File: config.mk
export PLATFORM = sky130hd
export DESIGN_NAME = issue_pair_serializer_flat
export DESIGN_NICKNAME = d
export VERILOG_FILES = /design/src/rtl/issue_pair_serializer_if.sv /design/src/rtl/issue_pair_serializer.sv /design/src/flat_wrapper.sv
export SDC_FILE = /design/constraint.sdc
export NUM_CORES = 1
export LEC_CHECK = 0
export ABC_CLOCK_PERIOD_IN_PS = 6610
export CORE_MARGIN = 10
export CORE_UTILIZATION = 46
export CTS_CLUSTER_SIZE = 10
export DETAILED_ROUTE_END_ITERATION = 6
export MAX_ROUTING_LAYER = met4
export PLACE_DENSITY = 0.7
export SETUP_SLACK_MARGIN = 0.02
export SLEW_MARGIN = 40
export SYNTH_ARGS = -nofsm -noshare
export SYNTH_HDL_FRONTEND = slang
export SYNTH_SLANG_ARGS = --single-unit
File: constraint.sdc
create_clock -name sys_clk -period 6.61 [get_ports sys_clk]
set_input_delay 0.9915 -clock sys_clk [delete_from_list [all_inputs] [get_ports sys_clk]]
set_output_delay 0.9915 -clock sys_clk [all_outputs]
set_load 0.01 [all_outputs]
File: src/rtl/issue_pair_serializer_if.sv
// Handshake bundle between the two-lane issue picker, the serializer and the
// single-wide execution port. The serializer is the slave; the side that
// supplies entries and consumes the head is the master.
interface issue_pair_serializer_if #(
  parameter int DATA_W = 8,
  parameter int CNT_W  = 3
);
  logic              in0_valid;
  logic [DATA_W-1:0] in0_data;
  logic              in0_ready;
  logic              in1_valid;
  logic [DATA_W-1:0] in1_data;
  logic              in1_ready;
  logic              out_valid;
  logic [DATA_W-1:0] out_data;
  logic              out_ready;
  logic [CNT_W-1:0]  count;

  modport master (
    output in0_valid, in0_data, in1_valid, in1_data, out_ready,
    input  in0_ready, in1_ready, out_valid, out_data, count
  );

  modport slave (
    input  in0_valid, in0_data, in1_valid, in1_data, out_ready,
    output in0_ready, in1_ready, out_valid, out_data, count
  );
endinterface

File: src/rtl/issue_pair_serializer.sv
// Two-lane to one-lane serializer behind the issue queue. Up to two ordered
// entries are written per cycle into a small circular FIFO and drained one
// per cycle. Lane 1 (younger) is only ever taken together with lane 0, so
// the drain order is exactly the issue order.
module issue_pair_serializer #(
  parameter int DATA_W = 8,
  parameter int DEPTH  = 4,
  parameter int CNT_W  = $clog2(DEPTH) + 1
) (
  input  logic                     sys_clk,
  input  logic                     sys_rst,
  issue_pair_serializer_if.slave   bus
);
  localparam int PTR_W = $clog2(DEPTH);
  localparam logic [CNT_W-1:0] LIM_ONE = CNT_W'(DEPTH - 1);
  localparam logic [CNT_W-1:0] LIM_TWO = CNT_W'(DEPTH - 2);

  // Storage is data only; it is never cleared, occupancy decides validity.
  logic [DATA_W-1:0] r_mem [DEPTH];
  logic [PTR_W-1:0]  r_rd_ptr;
  logic [PTR_W-1:0]  r_wr_ptr;
  logic [CNT_W-1:0]  r_count;

  logic              w_in0_ready;
  logic              w_in1_ready;
  logic              w_acc0;
  logic              w_acc1;
  logic              w_wr0;
  logic              w_wr1;
  logic              w_out_valid;
  logic              w_pop;
  logic [PTR_W-1:0]  w_wr_ptr1;
  logic [PTR_W-1:0]  w_wr_ptr_next;
  logic [PTR_W-1:0]  w_rd_ptr_next;
  logic [CNT_W-1:0]  w_count_next;

  // Readies come from registered occupancy only: no path from out_ready,
  // so space freed by a pop is offered one cycle later.
  always_comb begin
    w_in0_ready = (r_count <= LIM_ONE);
    w_in1_ready = (r_count <= LIM_TWO);
  end

  // Accept and pop qualification; lane 1 needs lane 0 in the same cycle.
  always_comb begin
    w_acc0      = bus.in0_valid & w_in0_ready;
    w_acc1      = bus.in1_valid & w_in1_ready & w_acc0;
    w_out_valid = (r_count != '0);
    w_pop       = w_out_valid & bus.out_ready;
    w_wr0       = w_acc0 & ~sys_rst;
    w_wr1       = w_acc1 & ~sys_rst;
  end

  // Next pointers and occupancy; power-of-two depth makes the wrap free.
  always_comb begin
    w_wr_ptr1     = r_wr_ptr + PTR_W'(1);
    w_wr_ptr_next = r_wr_ptr + PTR_W'(w_acc0) + PTR_W'(w_acc1);
    w_rd_ptr_next = r_rd_ptr + PTR_W'(w_pop);
    w_count_next  = r_count + CNT_W'(w_acc0) + CNT_W'(w_acc1) - CNT_W'(w_pop);
  end

  // Payload writes; a pair may straddle the last index back to 0.
  always_ff @(posedge sys_clk) begin
    if (w_wr0) r_mem[r_wr_ptr]  <= bus.in0_data;
    if (w_wr1) r_mem[w_wr_ptr1] <= bus.in1_data;
  end

  // Control state; reset discards contents and suppresses accept and pop.
  always_ff @(posedge sys_clk) begin
    if (sys_rst) begin
      r_rd_ptr <= '0;
      r_wr_ptr <= '0;
      r_count  <= '0;
    end else begin
      r_rd_ptr <= w_rd_ptr_next;
      r_wr_ptr <= w_wr_ptr_next;
      r_count  <= w_count_next;
    end
  end

  // Output drive; payload is forced to zero while empty, no push bypass.
  always_comb begin
    bus.in0_ready = w_in0_ready;
    bus.in1_ready = w_in1_ready;
    bus.out_valid = w_out_valid;
    bus.out_data  = w_out_valid ? r_mem[r_rd_ptr] : '0;
    bus.count     = r_count;
  end
endmodule
File: src/flat_wrapper.sv
// flat-port wrapper written by rule: the top's interface ports become plain ports
module issue_pair_serializer_flat 
#(
  parameter int DATA_W = 8,
  parameter int DEPTH  = 4,
  parameter int CNT_W  = $clog2(DEPTH) + 1
)
  (sys_clk, sys_rst, bus_in0_valid, bus_in0_data, bus_in1_valid, bus_in1_data, bus_out_ready, bus_in0_ready, bus_in1_ready, bus_out_valid, bus_out_data, bus_count);
  issue_pair_serializer_if #(.DATA_W(DATA_W), .CNT_W(CNT_W)) bus_i ();
  input  logic sys_clk;
  input  logic sys_rst;
  input wire logic [$bits(bus_i.in0_valid)-1:0] bus_in0_valid;
  input wire logic [$bits(bus_i.in0_data)-1:0] bus_in0_data;
  input wire logic [$bits(bus_i.in1_valid)-1:0] bus_in1_valid;
  input wire logic [$bits(bus_i.in1_data)-1:0] bus_in1_data;
  input wire logic [$bits(bus_i.out_ready)-1:0] bus_out_ready;
  output wire logic [$bits(bus_i.in0_ready)-1:0] bus_in0_ready;
  output wire logic [$bits(bus_i.in1_ready)-1:0] bus_in1_ready;
  output wire logic [$bits(bus_i.out_valid)-1:0] bus_out_valid;
  output wire logic [$bits(bus_i.out_data)-1:0] bus_out_data;
  output wire logic [$bits(bus_i.count)-1:0] bus_count;
  assign bus_i.in0_valid = bus_in0_valid;
  assign bus_i.in0_data = bus_in0_data;
  assign bus_i.in1_valid = bus_in1_valid;
  assign bus_i.in1_data = bus_in1_data;
  assign bus_i.out_ready = bus_out_ready;
  assign bus_in0_ready = bus_i.in0_ready;
  assign bus_in1_ready = bus_i.in1_ready;
  assign bus_out_valid = bus_i.out_valid;
  assign bus_out_data = bus_i.out_data;
  assign bus_count = bus_i.count;
  issue_pair_serializer #(.DATA_W(DATA_W), .DEPTH(DEPTH), .CNT_W(CNT_W)) u_core (.sys_clk(sys_clk), .sys_rst(sys_rst), .bus(bus_i));
endmodule
Word-level counts from Yosys, hierarchy flattened
Memory sizes are Yosys's and may differ from the RTL's. A register that Yosys moved wholly into a read port is not among the register bits.
Index checks and enable logic that the tools add are counted.

operators by class
  $add $sub $neg = 7
  $lt $le $gt $ge = 2
  mux-type cells = 6
  bitwise logic cells = 7
  reduce and logical (&&, ||, !) cells = 1

operators by type and width
  cell                                                                              count
  8-bit two-way mux                                                                 1
  2-bit by 1-bit adder with 2-bit output                                            3
  3-bit by 1-bit adder with 3-bit output                                            2
  1-bit AND                                                                         6
  3-bit by 2-bit less-or-equal comparator with 1-bit output, second input constant  2
  1-bit two-way mux                                                                 4
  3-bit nonzero test                                                                1
  3-bit by 1-bit subtractor with 3-bit output                                       1
  2-bit by 1-bit adder with 2-bit output, second input constant                     1
  2-bit two-way mux                                                                 1
  1-bit inverter                                                                    1

word-level totals
  register bits after elaboration = 7
  memory bits (writable) = 32
  bits of input ports = 21
  output and inout bits = 14
  word-level logic and storage cells = 27
  memories = 1

memory list
  memory        depth  width  read ports  clocked after memory_dff  wr ports  line                         source
  u_core.r_mem  4      8      1           1                         2         issue_pair_serializer.sv:19  logic [DATA_W-1:0] r_mem [DEPTH];

Longest topological paths before layout
Gate-level depths: netlist of run 1.

  depth after elaboration = 6
  mapped depth = 11
  gate-level depth less buffers = 11

Worst setup path after synthesis of run 1
OpenSTA, ideal clock, no wires.

  path type = input to register
  from = input bus_in1_valid
  to = memory u_core.r_mem[0][0] (enable)
  setup time = 0.419 ns
  data arrival time = 2.657 ns
  path slack = 3.534 ns
  stages on the path = 2
  buffers on the path = 0
  path through = o211ai_2 a2111oi_0

RTL lines
  what         line                         source
  from (decl)  flat_wrapper.sv:14           input wire logic [$bits(bus_i.in1_valid)-1:0] bus_in1_valid;
  to (decl)    issue_pair_serializer.sv:19

==> results, run 1 <==
- The post-synthesis instance total is 140.
- The initial antenna violation count was 0.
- In this run the most critical hold path is launched from u_core.r_wr_ptr[1].
- The clock passes through at most 2 buffers.
- The clock input transition at the sequential cells of the worst setup and hold paths is 80 ps.
- Dividing the final minimum period by the clock period gives 0.4931.
- Sorting the synthesized cells by how often they occur yields edfxtp_1 (32), mux2_2 (30), nor2b_1 (13).
- The detailed router used layers up to and including met4.
- Across every metal layer, demand over resource in global routing totals 0.1341.
- The cell depth of the worst min-delay path is 2.
- The pre-CTS worst setup slack is 3421 ps.
- The quantity of gates resized following cts is 0.
- The relative max-transition margin is 0.5387.
- The die width is 88 um.
- The share of synthesized area in the top cell type comes to 0.4518.
- At the pin with the least slew margin, the transition time is 689.3 ps.
- The share of the Yosys chip area taken by registers is 0.5176.
- The number of diodes is 0.
- Buffers inserted during clock tree synthesis total 5.
- The TritonCTS clock tree is built.
- The number of distinct standard cells referenced by the synthesized netlist is 29.
- The full die area is 7744 um^2.
- The number of sinks driven by the clock tree is 39.
- The port buffer count is 34.
- The quantity of hold-fixing buffers added after cts is 0.
- In this run, synthesis inferred 32 flip-flops with an integrated enable.
- Row generation in the floorplan step produced 24 rows.
- The first-pass detailed-route iteration total is 4.
- The number of nets in the layout is 209.
- The highest clock rate is 306.8 MHz.
- The total number of yosys warnings is 0.
- On the final layout, the worst clock skew is 6.482 ps.
- The dominant cell by count in the synthesized netlist is edfxtp_1.
- The initial utilization of the core area, before any placement, comes to 0.4819.
- The worst vdd rail ir drop is 0.1820 mV.
- In the routed design, unresolved DRC markers number 0.
- The path class of the tightest hold or removal check is flip-flop to flip-flop.
- The setup check on the worst reg-to-reg path leaves a slack of 3890 ps.
- The path with the worst hold slack has its endpoint at u_core.r_wr_ptr[1].
- The routed design could run at a clock period as short as 3259 ps.
- The critical path launch point type is a flip-flop.
- The global-route wire length before repair is 7.603 mm.
- The number of endpoints with negative hold slack in the final report is 0.
- The depth of the most critical reg-to-reg path is 10.
- For this run, asynchronously set or reset flops after synthesis account for 0.
- The residual overflow from global routing is 0.
- The required time reported for the critical path endpoint is 5620 ps.
- The leakage power total is 0.0008869 uW.
- The post-route worst setup slack is 3351 ps.
- The layout-stage area growth over the synthesis result is 24.88%.
- Ranked by total cell area, the synthesized netlist is headed by edfxtp_1 (45%), mux2_2 (16%), mux4_2 (8.5%), dfxtp_1 (6.6%), nor2b_1 (3.8%).
- Setup repair after global routing left no endpoint under its margin.
- The post-route setup TNS is 0 ps.
- The critical path class is flip-flop to output port.
- Data arrives at the worst endpoint at 2270 ps.
- The worst register-to-register path begins at u_core.bus.count[2].
- In the detailed route, the total length drawn on met3 is 209 um.
- Power spread over the standard cell area amounts to 340.8 nW/um^2.
- The number of nets handed over by synthesis was 168.
- After synthesis, the mean cell area works out to 15.19 um^2.
- Pin placement for this block handled 35 I/O pins.
- Using the TritonRoute via totals, the vias-per-cell ratio works out to 5.474.
- The CTS root buffer is clkbuf_8.
- The most used flip-flop cell after synthesis is edfxtp_1.
- The number of setup violations in the final report is 0.
- The origin of the worst setup path is u_core.r_rd_ptr[0].
- In this run the post-CTS setup repair buffer count came out at 0.
- After detailed routing, the average wire length per cell comes to 19.76 um.
- The run finished with clean final reports.
- The overall routed net length is 4.625 mm.
- The largest net degree at the start of global routing is 14.
- The final route contains 1,281 vias.
- The area of the core is 4414 um^2.
- The detailed router finished its first iteration with 101 violations.
- The biggest area contributor in the post-synthesis netlist is edfxtp_1.
- In this run the vertical extent of the chip is 88 um.
- The count of pins over their slew limit is 0.
- Max-cap violations in this run came to 0.
- The count of nets left with antenna violations once routing finished came out at 0.
- The met1 layer wirelength in the final routing is 1.924 mm.
- The endpoint of the worst register-to-register path is u_core.bus.count[1].
- The post-synthesis sequential element count is 39.
- The HPWL after detailed placement is 3.365 mm.
- The number of global-route vias before repair was 1,410.
- The weighted congestion at the end of routability-driven global placement is 0.8112.
- Wire segments on met2 add up to 2.424 mm in the final route.
- The clock network latency to the later pin of the worst-skew pair is 300 ps.
- In this run the number of H-tree levels came out at 2.
- After synthesis the cells add up to 2127 um^2.
- The fraction of final layout cells sized beyond drive strength 1 is 0.3407.
- The kind of capture point of the worst setup path is an output port.
- The peak fanout along the critical path is 9.
==> worst max path at each step <==
stage,to,slack [ps]
after global routing,bus_out_data[2],3230
final,bus_out_data[2],3350
after CTS,bus_out_data[2],3300
after floorplan,u_core.r_mem[0][0],3530
after global placement,u_core.bus.count[1],3440
after detailed placement,u_core.bus.count[1],3420
==> critical path: stages, from the launching register on <==
cell and delay [ps]:
dfxtp_1 740, mux4_2 570, nor2b_1 150, clkdlybuf4s50_1 510
==> cell type report <==
| type | instances | area, um^2 |
|---|---|---|
| clock buffer | 5 | 68.82 |
| clock inverter | 3 | 43.79 |
| fill | 353 | 1758 |
| inverter | 8 | 30.03 |
| multi-input combinational | 90 | 984.7 |
| sequential | 39 | 1101 |
| tap | 52 | 65.06 |
| timing repair buffer | 37 | 362.8 |
==> sequential cells by signal (all words and copies together), names as in the netlist <==
| signal | count |
|---|---|
| u_core.r_mem | 32 |
| u_core.bus.count | 3 |
| u_core.r_rd_ptr | 2 |
| u_core.r_wr_ptr | 2 |
==> where the power goes <==
| part | total (uW) | switching [uW] | internal [uW] |
|---|---|---|---|
| Combinational | 350 | 153 | 197 |
| Clock | 200 | 87.9 | 112 |
| Sequential | 355 | 47.5 | 307 |
| Total | 905 | 289 | 616 |
==> routing by layer <==
metal | GRT usage | vias to the layer above
li1 | - | 613
met5 | - | -
met1 | 0.1580 | 633
met4 | 0.05072 | 0
met2 | 0.2169 | 28
met3 | 0.03157 | 7
==> cells in the final DEF (no fill, tap or decap), types with 3 or more instances in the layout <==
cell type / instances
clkdlybuf4s50_1: 34
edfxtp_1: 32
mux2_2: 30
nor2b_1: 13
mux4_2: 8
inv_1: 8
nor2_1: 7
dfxtp_1: 7
clkbuf_8: 5
ha_1: 4
mux2_1: 3
fa_1: 3
buf_4: 3
==> per-stage QoR <==
step / power (uW) / instance area, um^2 / cells / hold WS (ps) / utilization
2_1_floorplan: 555.5 / 2127 / 140 / 554.0 / -
3_3_place_gp: 709.5 / 2541 / 226 / 630.6 / 0.5757
3_5_place_dp: 717.3 / 2541 / 226 / 643.7 / 0.5757
4_1_cts: 916.9 / 2654 / 234 / 657.6 / 0.6012
5_1_grt: 963.5 / 2656 / 234 / 708.3 / 0.6018
6_report: 905.2 / 2656 / 234 / 653.5 / 0.6018
==> kinds of logic (layout without fill, tap and decap cells) <==
| family | after synthesis | count (layout) | share of synthesized area |
|---|---|---|---|
| xor+xnor | 3 | 3 | 0.01236 |
| buf+inv | 11 | 53 | 0.02353 |
| mux | 41 | 41 | 0.2594 |
| simple gates | 35 | 35 | 0.1188 |
| compound gates | 4 | 4 | 0.01647 |
| flops | 39 | 39 | 0.5176 |
| fa+ha+maj | 7 | 7 | 0.05177 |
No activity file was read; power rests on OpenSTA's default activity.
==> inputs of run 2 (changes only) <==
Settings changed: ABC_CLOCK_PERIOD_IN_PS 6610 to 3300.
Clock period 6.61 ns to 3.3 ns, I/O delays scaled along.
==> run 2 against run 1 <==
Net effect:
- sequential share of layout area is 0.62 points lower
- combinational power is 110% higher
- critical path type unchanged
- routed wire length is 4.3% higher
- critical path depth stayed put
- first-iteration DRC count is 37% lower
- sequential power is 100% higher
- final cell count is 1.3% higher
- core utilization is 0.91 points higher
- power is 110% higher
==> results, run 2 (synthesized netlist as in run 1, its figures left out) <==
- The number of buffers added by the clock tree synthesis step is 5 (unchanged).
- The full die area is 7744 um^2 (unchanged).
- The number of nets in the layout is 212 (+1.4%).
- The post-CTS setup buffer count is 0 (unchanged).
- The count of antenna-violating nets left after detailed routing is 0 (unchanged).
- The worst setup path is captured at an output port.
- The worst hold slack is 647.7 ps (-5.812 ps).
- The die width is 88 um (unchanged).
- The count of pins over their slew limit was 0 (unchanged).
- The clock period could shrink to 2733 ps.
- The HPWL after detailed placement is 3.390 mm (+0.75%).
- The number of global-route vias before repair is 1,424 (+0.99%).
- The quantity of gates resized following cts is 0 (unchanged).
- The initial standard-cell utilization of the core is 0.4819 (unchanged).
- The leakage power total came to 0.0009101 uW (+2.6%).
- The count of routing violations after the opening detailed-route iteration is 64 (-37%).
- The data arrival time of the critical path was 2240 ps (-30 ps).
- The number of vias after detailed routing was 1,288 (+0.55%).
- The initial antenna violation count is 0 (unchanged).
- The number of rows created at floorplan is 24 (unchanged).
- The area of the core is 4414 um^2 (unchanged).
- The residual overflow from global routing is 0 (unchanged).
- Setup repair after global routing left no endpoint under its margin.
- The post-route setup TNS is 0 ps (unchanged).
- The worst hold path belongs to the class flip-flop to flip-flop.
- Traced cell by cell, the critical path runs through mux4_2 > nor2b_1 > clkdlybuf4s50_1.
- The number of top-level pins was 35 (unchanged).
- The internal power component is 1321 uW (+110%).
- The relative max-transition margin is 0.5659 (+0.02719).
- The via density per instance is 5.435 (-0.73%).
- Among all stages on the critical path, the largest delay is contributed by dfxtp_1.
- The number of max-cap violations is 0 (unchanged).
- The combinational share of power is 0.382 (-0.005).
- The clock network latency to the later pin of the worst-skew pair is 290 ps (about the same).
- The clock input transition at the sequential cells of the worst setup and hold paths is 70 ps (about the same).
- Ranked by flip-flop count, first place goes to u_core.r_mem.
- The final instance count without filler cells is 237 (+1.3%).
- The fraction of final layout cells sized beyond drive strength 1 is 0.3405 (about the same).
- The net switching power is 586.9 uW (+100%).
- The share of total power in the clock network came to 0.244 (+0.023).
- The final routed DRC violation total came to 0 (unchanged).
- The worst setup skew after layout is 10.80 ps (+4.318 ps).
- The weighted congestion at the end of routability-driven global placement came to 0.8739 (+7.7%).
- The number of logic stages on the critical path including buffering is 3 (unchanged).
- The CTS root buffer is clkbuf_8.
- The overall routed net length is 4.823 mm (+4.3%).
- The TritonCTS clock tree is built.
- The quantity of hold-fixing buffers added after cts is 0 (unchanged).
- The port buffer count is 34 (unchanged).
- The critical path launch point type is a flip-flop.
- The delay of the slowest critical-path stage came to 740 ps (about the same).
- The worst vdd rail ir drop is 0.3217 mV (+77%).
- The first-pass detailed-route iteration total is 4 (unchanged).
- The largest net degree at the start of global routing is 13 (-1).
- The share of total power consumed by net switching came to 0.3076 (-0.01147).
- The number of buffers on the longest clock path is 2 (unchanged).
- The total placed cells including tap cells came to 229 (+1.3%).
- The flip-flop count of the largest register after layout was 32 (unchanged).
- The critical path class is flip-flop to output port.
- The slew at the pin with the worst max-slew slack is 650.2 ps (-39.12 ps).
- The share of total power in sequential cells is 0.374 (-0.018).
- The peak fanout along the critical path came to 9 (unchanged).
- The total power divided by cell area is 707.7 nW/um^2 (+110%).
- Dividing the final minimum period by the clock period gives 0.8282.
- The number of endpoints with negative hold slack in the final report is 0 (unchanged).
- The height of the chip came to 88 um (unchanged).
- The buffer and inverter count on the worst path is 1 (unchanged).
- The number of sinks driven by the clock tree came to 39 (unchanged).
- The category of cells accounting for the largest share of critical-path delay is flip-flops.
- The number of setup violations in the final report is 0 (unchanged).
- The number of H-tree levels came to 2 (unchanged).
- For this run, the top clock speed supported by timing is 365.9 MHz.
- The global-route wire length before repair is 7.479 mm (-1.6%).
- In the layout the commonest cells are clkdlybuf4s50_1 (34), edfxtp_1 (32), mux2_2 (30).
- The depth of the most critical reg-to-reg path is 9 (-1).
- Compared with the post-synthesis result, the final layout area differs by 26.76%.
- The number of diodes is 0 (unchanged).
- The required time reported for the critical path endpoint was 2800 ps (-2820 ps).
- The flow ran to the end, and the final reports show no timing, DRC or antenna violations.
- The most common cell after layout, fill and taps aside is clkdlybuf4s50_1.
- The combined global-route utilization of all metal layers is 0.1338 (-0.0003295).
- The wire length per cell after detailed routing is 20.35 um (+3.0%).
- The cell depth of the worst min-delay path is 2 (unchanged).
## run 2: power by group through the flow
stage / sequential, uW / combinational [uW] / clock, uW
after detailed placement: 725 / 738 / 0
final: 714 / 729 / 465
after floorplan: 682 / 430 / 0
after CTS: 715 / 742 / 473
after global placement: 719 / 718 / 0
after global routing: 728 / 790 / 497
## run 2: through the flow
| stage | cell area (um^2) | util | setup WS, ps | power (uW) |
|---|---|---|---|---|
| 3_5_place_dp | 2564 | 0.5808 | 671.1 | 1463 |
| 3_3_place_gp | 2564 | 0.5808 | 740.6 | 1437 |
| 4_1_cts | 2696 | 0.6108 | 508.9 | 1930 |
| 5_1_grt | 2696 | 0.6108 | 411.7 | 2015 |
| 2_1_floorplan | 2127 | - | 422.0 | 1113 |
| 6_report | 2696 | 0.6108 | 566.9 | 1908 |
## run 2: area by class of cell
type / count / area [um^2]
Inverter: 8 / 30.03
Clock buffer: 6 / 72.57
Timing Repair Buffer: 40 / 385.4
Fill cell: 352 / 1718
Sequential cell: 39 / 1101
Clock inverter: 2 / 60.06
Tap cell: 52 / 65.06
Multi-Input combinational cell: 90 / 982.2
## run 2: per-layer routing
| metal | global-route usage | wire length (um) | share of wire | up-vias |
|---|---|---|---|---|
| li1 | - | - | - | 613 |
| met4 | 0.04203 | 10 | 0.0021 | 0 |
| met1 | 0.1531 | 2082 | 0.43 | 649 |
| met3 | 0.03993 | 191 | 0.040 | 2 |
| met2 | 0.2196 | 2539 | 0.53 | 24 |
| met5 | - | 0 | 0 | - |
## run 2: worst paths after layout
path | start | endpoint | slack, ps
worst max-delay path | u_core.r_rd_ptr[0] | bus_out_data[2] | 570
worst min-delay path | u_core.r_wr_ptr[1] | u_core.r_wr_ptr[1] | 650
worst max register to register | u_core.bus.count[2] | u_core.bus.count[1] | 680
worst min register to register | u_core.r_wr_ptr[1] | u_core.r_wr_ptr[1] | 650
## run 2: worst register-to-register path: cells and delay by family, from the launching register on
family                   cells  cell delay, ps
buffers and inverters        2             220
flip-flops                   1             440
adder cells (fa/ha/maj)      4            1370
AND/OR/NAND/NOR              3             500
==> inputs of run 3 (changes only) <==
Settings changed: ABC_CLOCK_PERIOD_IN_PS 3300 to 2600.
Clock period 3.3 ns to 2.6 ns, I/O delays scaled along.
==> run 3 against run 2 <==
Net effect:
- power rose by 18%
- clock skew fell by 3.5 ps
- worst hold slack improved by 17 ps
- die area did not move
- global-route usage barely moved
- flip-flop and latch count did not move
- critical path type unchanged
- critical endpoint is now bus_out_data[6]
- largest power group unchanged
==> results, run 3 (synthesized netlist as in run 1, its figures left out) <==
- The area growth from synthesis to layout is 26.29%.
- The quantity of gates resized following cts is 0 (unchanged).
- The path class of the tightest hold or removal check is flip-flop to flip-flop.
- The die width is 88 um (unchanged).
- The leakage power total is 0.0009118 uW (+0.19%).
- The height of the chip came to 88 um (unchanged).
- The total power divided by cell area came to 837.9 nW/um^2 (+18%).
- TritonCTS built the clock tree.
- The peak fanout along the critical path is 8 (-1).
- The slew at the pin with the worst max-slew slack came to 460.4 ps (-189.8 ps).
- The wire length per cell after detailed routing was 19.60 um (-3.7%).
- The area of the core is 4414 um^2 (unchanged).
- The kind of capture point of the worst setup path is an output port.
- The initial standard-cell utilization of the core is 0.4819 (unchanged).
- The number of sinks driven by the clock tree is 39 (unchanged).
- The sequential cell area in the final layout is 1101 um^2 (unchanged).
- The count of routing violations after the opening detailed-route iteration is 48 (-25%).
- The count of pins over their slew limit is 0 (unchanged).
- The number of nets in the layout is 217 (+2.4%).
- The number of endpoints with negative hold slack in the final report is 0 (unchanged).
- Traced cell by cell, the critical path runs through buf_4 > mux4_2 > nor2b_1 > clkdlybuf4s50_1.
- The post-CTS setup buffer count is 0 (unchanged).
- The relative max-transition margin is 0.6926 (+0.1267).
- The initial antenna violation count was 0 (unchanged).
- The run finished with clean final reports.
- The number of diodes is 0 (unchanged).
- The HPWL after detailed placement is 3.435 mm (+1.3%).
- The via density per instance is 5.459 (+0.44%).
- The worst setup skew after layout is 7.254 ps (-3.546 ps).
- The required time reported for the critical path endpoint is 2210 ps (-590 ps).
- The clock input transition at the sequential cells of the worst setup and hold paths is 70 ps (about the same).
- The overall routed net length is 4.744 mm (-1.6%).
- CTS placed an instance of clkbuf_8 at the clock tree root.
- The post-layout minimum cycle time is 2395 ps.
- The critical path class is flip-flop to output port.
- The fill cell total of the finished layout came to 354 (+0.57%).
- The number of buffers added by the clock tree synthesis step is 5 (unchanged).
- In the finished design, the share of the clock period the worst path needs comes to 0.9211.
- The post-route setup TNS was 0 ps (unchanged).
- The number of max-cap violations is 0 (unchanged).
- The full die area is 7744 um^2 (unchanged).
- The global-route wire length before repair was 7.500 mm (+0.28%).
- The clock network latency to the later pin of the worst-skew pair came to 300 ps (about the same).
- The final instance count without filler cells was 242 (+2.1%).
- The critical path launch point type is a flip-flop.
- The port buffer count is 34 (unchanged).
- The highest clock rate is 417.5 MHz.
- The fraction of final layout cells sized beyond drive strength 1 came to 0.3579 (+0.01735).
- Setup repair after global routing left no endpoint under its margin.
- The number of buffers on the longest clock path is 2 (unchanged).
- The quantity of hold-fixing buffers added after cts was 0 (unchanged).
- The number of setup violations in the final report is 0 (unchanged).
- The number of vias after detailed routing was 1,321 (+2.6%).
- The library cell used most frequently in the layout, excluding fill and tap cells, is clkdlybuf4s50_1.
- The residual overflow from global routing is 0 (unchanged).
- The number of global-route vias before repair is 1,446 (+1.5%).
- The number of H-tree levels is 2 (unchanged).
- The total area of multi-input combinational cells is 982.2 um^2 (unchanged).
- The count of antenna-violating nets left after detailed routing was 0 (unchanged).
- The first-pass detailed-route iteration total is 4 (unchanged).
- The library cells used most frequently in the layout, excluding fill and tap cells, are clkdlybuf4s50_1 (34), edfxtp_1 (32), mux2_2 (30).
- The register with the most flip-flops in the final layout is u_core.r_mem.
- The largest net degree at the start of global routing is 13 (unchanged).
- The weighted congestion at the end of routability-driven global placement came to 0.8734 (about the same).
- The delay of the slowest critical-path stage came to 530 ps (-210 ps).
- The total placed cells including tap cells is 234 (+2.2%).
- The worst vdd rail ir drop is 0.4487 mV (+39%).
- The number of top-level pins is 35 (unchanged).
- The combined global-route utilization of all metal layers was 0.1334 (-0.0003682).
- The slowest stage of the critical path is the mux4_2 cell.
- The final routed DRC violation total is 0 (unchanged).
- The number of rows created at floorplan is 24 (unchanged).
- The data arrival time of the critical path is 2000 ps (-240 ps).
- The flip-flop count of the largest register after layout was 32 (unchanged).
[run 3: layout make-up]
| class | instances | share of cell area |
|---|---|---|
| timing repair buffer | 45 | 0.1574 |
| clock inverter | 2 | 0.004658 |
| inverter | 8 | 0.01118 |
| sequential | 39 | 0.4099 |
| clock buffer | 6 | 0.02701 |
| tap | 52 | 0.02422 |
| multi-input combinational | 90 | 0.3656 |
[run 3: through the flow]
| step | hold slack, ps | utilization | setup slack (ps) | cell area, um^2 | power [uW] |
|---|---|---|---|---|---|
| after floorplan | 554.0 | - | 94.58 | 2128 | 1414 |
| after CTS | 671.6 | 0.6086 | 173.4 | 2686 | 2270 |
| after global routing | 726.6 | 0.6086 | 115.3 | 2686 | 2389 |
| after detailed placement | 655.5 | 0.5893 | 156.4 | 2601 | 1869 |
| final | 664.7 | 0.6086 | 205.0 | 2686 | 2251 |
| after global placement | 602.6 | 0.5893 | 218.1 | 2601 | 1839 |
[run 3: where the power goes]
part / internal [uW] / leakage [uW] / total, uW / switching (uW)
clock network: 188 / 0.0000412 / 408 / 220
logic: 529 / 0.000522 / 976 / 447
registers: 781 / 0.000349 / 867 / 86.0
total: 1500 / 0.000912 / 2250 / 753
[run 3: critical path: cells and delay by family, from the launching register on]
kind | cells | cell delay, ps
simple gates | 1 | 140
flops | 1 | 340
buf+inv | 2 | 690
mux | 1 | 530
[run 3: worst paths after layout]
| kind | from | end | depth (start not counted) | slack (ps) |
|---|---|---|---|---|
| max | u_core.r_rd_ptr[0] | bus_out_data[6] | 4 | 210 |
| min | u_core.r_rd_ptr[0] | u_core.r_rd_ptr[0] | 2 | 660 |
| max reg2reg | u_core.bus.count[2] | u_core.bus.count[1] | 9 | 240 |
| min reg2reg | u_core.r_rd_ptr[0] | u_core.r_rd_ptr[0] | 2 | 660 |
[run 3: metal layers]
metal / vias to the layer above / track usage / share of wire
li1: 626 / - / -
met4: 0 / 0.03623 / 0.015
met5: - / - / 0
met1: 663 / 0.1582 / 0.43
met3: 7 / 0.03900 / 0.036
met2: 25 / 0.2156 / 0.52
==> patch 1 (config.mk and constraints of run 3) <==
Reset style: asynchronous (`sys_rst`), changed in one clocked block.
--- a/src/rtl/issue_pair_serializer.sv
+++ b/src/rtl/issue_pair_serializer.sv
@@ -66,7 +66,7 @@
   end
 
   // Control state; reset discards contents and suppresses accept and pop.
-  always_ff @(posedge sys_clk) begin
+  always_ff @(posedge sys_clk or posedge sys_rst) begin
     if (sys_rst) begin
       r_rd_ptr <= '0;
       r_wr_ptr <= '0;
Formal check against the unedited RTL: differs if sys_rst is asserted again (counterexample within 4 cycles, from zero or initial values and one cycle with sys_rst high); with sys_rst held inactive, the same outputs for 10 cycles.
==> patch 1 against run 3 <==
Worst setup slack got worse by 0.030 ns. Power rose by 8.4%. Critical path depth is the same. Final cell count fell by 2.1%. Synthesized area decreased by 1.5%. Sequential cell count unchanged. Final area rose by 1.4%. Worst hold slack lost 0.27 ns. Utilization grew 1.3 points. Routed wire length is 0.61% lower. Combinational power grew 14%. Count of clock-buffer cells in the layout unchanged. Critical endpoint is now bus_out_data[4]. Largest power group unchanged. Highest routed layer unchanged.
==> patch 1: results (changes against run 3) <==
- Biggest register: u_core.r_mem
- Slowest cell on crit path: mux4_2
- Clk Latency, worst-skew pair: 0.29 ns
- Hold crit path type: in2async
- P_leak: 0.970 nW (+6.4%)
- ANT nets after route: 0 (unchanged)
- Outcome: finished clean
- Maxcap violations: 0 (unchanged)
- CTS max path bufs: 2 (unchanged)
- Final Max Tran Viols: 0 (unchanged)
- Placed Cells: 229 (-2.1%)
- R2R depth: 8 (-1)
- Syn avg cell area: 15.6 um^2 (+2.9%)
- Sequential area share after synthesis: 54.2% (+2.4 points)
- First-pass GRT wire length: 7480 um (-0.28%)
- Layout cells sized above 1: 37.3% (+1.5 points)
- Clock skew: 0.00509 ns (-0.00216 ns)
- Clk slew on worst S/H paths: 0.07 ns (about the same)
- Critical Path Max Stage Delay: 0.52 ns
- Max VDD drop: 0.000729 V (+63%)
- Fin nets: 212 (-2.3%)
- Post-DP Area: 2630 um^2 (+1.2%)
- Post-CTS setup buffer count: 0 (unchanged)
- Number of DRC markers in iteration 0: 78 (+63%)
- Net Count, Synth: 162 (-3.6%)
- PortBufs: 34 (unchanged)
- Async set-reset flop share out of synthesis: 17.9% (+18 points)
- Worst Tran Pin Value: 0.497 ns (+0.0370 ns)
- Number of flops mapped to enable cells by yosys: 32 (unchanged)
- Number of global-route vias before repair: 1448 (+0.14%)
- Via density: 5.45 (-0.13%)
- Warnings from Yosys: 0 (unchanged)
- Peak Freq: 412 MHz (-1.2%)
- Overall routing resource usage: 13.3% (-0.041 points)
- Final non-filler cell total: 237 (-2.1%)
- Commonest cells in the netlist: edfxtp_1 (32), mux2_2 (32), inv_1 (10), nor2b_1 (10), mux4_2 (8)
- Post-DP HPWL: 3500 um (+2.0%)
- DRT Pass-1 Iters: 3 (-1)
- Dpl ws: 0.118 ns (-0.0381 ns)
- ANT cells: 0 (unchanged)
- Htree depth: 2 (unchanged)
- Synth area leaders: edfxtp_1 (46%), mux2_2 (17%), mux4_2 (8.6%), dfrtp_1 (8.4%), nor2b_1 (3.0%)
- Initial antenna violation count: 0 (unchanged)
- Final WL: 4720 um (-0.61%)
- RePlAce Congestion: 0.869 (-0.55%)
## patch 1: cell count changes in the layout (fill, tap and decap cells not counted), sizes merged
cell,before,now
dfrtp,0,7
dfxtp,7,0
inv,8,10
nand2,0,1
nand3,2,1
nand4b,0,1
nor2,10,6
nor2b,14,10
xnor2,2,1
xor2,1,2
## patch 1: critical path: cells and delay by family (launching register included)
family / cells / cell delay, ns
AND/OR/NAND/NOR: 1 / 0.15
flip-flops: 1 / 0.37
buffers and inverters: 2 / 0.71
multiplexers: 1 / 0.52
## patch 1: cells by family (layout without fill, tap and decap cells)
group / after synthesis / in the layout / synth area share, %
flip-flops: 39 / 39 / 54.2
adder cells (fa/ha/maj): 7 / 7 / 5.25
AND/OR/NAND/NOR: 28 / 28 / 9.31
multiplexers: 41 / 41 / 26.3
AO/OA/AOI/OAI: 4 / 4 / 1.43
buffers and inverters: 12 / 63 / 2.21
XOR/XNOR: 3 / 3 / 1.25
## patch 1: routing by layer
metal	vias up	track usage [%]	part of all wire, %
met4	0	4.64	1.1
li1	611	-	-
met3	5	3.56	4.6
met2	25	21.6	52
met1	651	15.5	42
met5	-	-	0
## patch 1: final timing paths
| path | slack, ns | end | start |
|---|---|---|---|
| setup / recovery | 0.17 | bus_out_data[4] | u_core.r_rd_ptr[0]$_DFF_PP0_ |
| hold / removal | 0.40 | u_core.r_wr_ptr[0]$_DFF_PP0_ | sys_rst |
| setup reg to reg | 0.23 | u_core.bus.count[1]$_DFF_PP0_ | u_core.bus.count[2]$_DFF_PP0_ |
| hold reg to reg | 0.56 | u_core.r_rd_ptr[0]$_DFF_PP0_ | u_core.r_rd_ptr[0]$_DFF_PP0_ |
| max in group asynchronous | 1.87 | u_core.bus.count[2]$_DFF_PP0_ | sys_rst |
| min in group sys_clk | 0.56 | u_core.r_rd_ptr[0]$_DFF_PP0_ | u_core.r_rd_ptr[0]$_DFF_PP0_ |
## patch 1: timing repair
| item | CTS | global route |
|---|---|---|
| resized for setup | 0 | 3 |
| endpoints found under the setup margin | 0 | 1 |
| endpoints found under the hold margin | 0 | 0 |
| hold buffers | 0 | 0 |
## patch 1: cell type report
type                       count  area, um^2
fill                         322        1660
clock buffer                   6        72.6
sequential                    39        1140
inverter                      10        37.5
tap                           52        65.1
timing repair buffer          45         473
clock inverter                 2        12.5
multi-input combinational     83         927
## patch 1: power by group
part	internal, mW	total, mW	switching [mW]
clock network	0.188	0.400	0.212
registers	0.793	0.928	0.135
logic	0.624	1.11	0.487
total	1.60	2.44	0.834
==> patch 2 (flow settings as in run 3) <==
Made on the original files. `DEPTH` is set to 4 in 2 places; all go to 2.
--- a/src/rtl/issue_pair_serializer.sv
+++ b/src/rtl/issue_pair_serializer.sv
@@ -4,7 +4,7 @@
 // the drain order is exactly the issue order.
 module issue_pair_serializer #(
   parameter int DATA_W = 8,
-  parameter int DEPTH  = 4,
+  parameter int DEPTH  = 2,
   parameter int CNT_W  = $clog2(DEPTH) + 1
 ) (
   input  logic                     sys_clk,
--- a/src/flat_wrapper.sv
+++ b/src/flat_wrapper.sv
@@ -2,7 +2,7 @@
 module issue_pair_serializer_flat 
 #(
   parameter int DATA_W = 8,
-  parameter int DEPTH  = 4,
+  parameter int DEPTH  = 2,
   parameter int CNT_W  = $clog2(DEPTH) + 1
 )
   (sys_clk, sys_rst, bus_in0_valid, bus_in0_data, bus_in1_valid, bus_in1_data, bus_out_ready, bus_in0_ready, bus_in1_ready, bus_out_valid, bus_out_data, bus_count);
Interface: changed (resized bus_count); port bits go from 35 to 34. No check against the original RTL was run, so the function may have changed too.
==> patch 2 against run 3 <==
Power is 50% lower. Final area down 44%. First-iteration DRC count down 75%. Sequential cell count shrank 19. Synthesized area fell by 49%. Clock skew shrank 0.0026 ns. Largest cell class unchanged. Via count decreased by 41%. Critical path depth decreased by 1. Worst setup slack gained 0.22 ns. Non-clock buffer count is 6 lower. Routed wire length fell by 50%.
==> patch 2: results (changes against run 3) <==
- Outcome: finished clean
- Start point of the worst hold path: u_core.r_wr_ptr$_SDFF_PP0_
- Clock skew: 0.00464 ns (-0.00262 ns)
- # fillers: 187 (-47%)
- Critical Path Max Stage Delay: 0.68 ns (+0.15 ns)
- Critical path fanouts, max: 9 (+1)
- R2R depth: 7 (-2)
- Max VDD drop: 0.000529 V (+18%)
- Worst reg2reg setup slack: 0.63 ns (+0.39 ns)
- Hold WS: 0.626 ns (-0.0387 ns)
- Grt met2 use: 18.3% (-3.2 points)
- Std cell rows: 17 (-29%)
- Net Sw Frac: 32.8% (-0.69 points)
- Non-clk invs: 4 (-4)
- Sequential area share after synthesis: 51.6% (-0.15 points)
- Clock root cell: clkbuf_4
- Area of the multi-input gates: 487 um^2 (-50%)
- Number of flops mapped to enable cells by yosys: 16 (-50%)
- RePlAce Congestion: 0.749 (-14%)
- Worst Setup EP: bus_out_data[0]
- Buffering overhead: 25.0% (+9.3 points)
- Largest net degree at the start of global routing: 12 (-1)
- Post-Synth XOR/XNOR Area: 2.42% (+1.2 points)
- Number of global-route vias before repair: 807 (-44%)
- Critical Path Start: u_core.r_rd_ptr$_SDFF_PP0_
- Sequential power: 0.463 mW (-47%)
- Syn Inst Count: 88 (-37%)
- Critical R2R Launch: u_core.bus.count[1]$_SDFF_PP0_
- Synth area leaders: edfxtp_1 (44%), mux2_2 (17%), dfxtp_1 (7.4%), mux2i_1 (7.4%), nor2_1 (4.1%)
- Cell variety after synth: 22 (-24%)
- Htree depth: 1 (-1)
- Clock buf count: 3 (-3)
- Number of DRC markers in iteration 0: 12 (-75%)
- Delay-heaviest family, CP: flip-flops
- Final sequential cell count: 20 (-49%)
- Final non-filler cell total: 154 (-36%)
- Buffers, non-clock: 39 (-13%)
- Flip-flop count of the largest register after layout: 16 (-50%)
- Post-DP Area: 1470 um^2 (-43%)
-- patch 2: changes by cell type after synthesis, sizes merged, moves of 4 or more --
| cell | run 3 | this run |
|---|---|---|
| edfxtp | 32 | 16 |
| mux4 | 8 | 0 |
| mux2i | 0 | 8 |
| nor2b | 14 | 0 |
| nor3 | 4 | 0 |
| mux2 | 33 | 16 |
| inv | 8 | 4 |
-- patch 2: through the flow --
| step | power, mW | setup WS [ns] |
|---|---|---|
| after floorplan | 0.730 | 0.748 |
| after global placement | 0.981 | 0.351 |
| after detailed placement | 0.992 | 0.257 |
| after CTS | 1.14 | 0.375 |
| after global routing | 1.19 | 0.274 |
| final | 1.12 | 0.427 |
-- patch 2: worst reg2reg max path, cell delays in order, from the launching register on --
cell and delay (ns):
dfxtp_1 0.40, o21ai_0 0.34, inv_1 0.09, ha_1 0.28, inv_1 0.04, ha_1 0.31
a2111o_1 0.36, o21ai_0 0.07
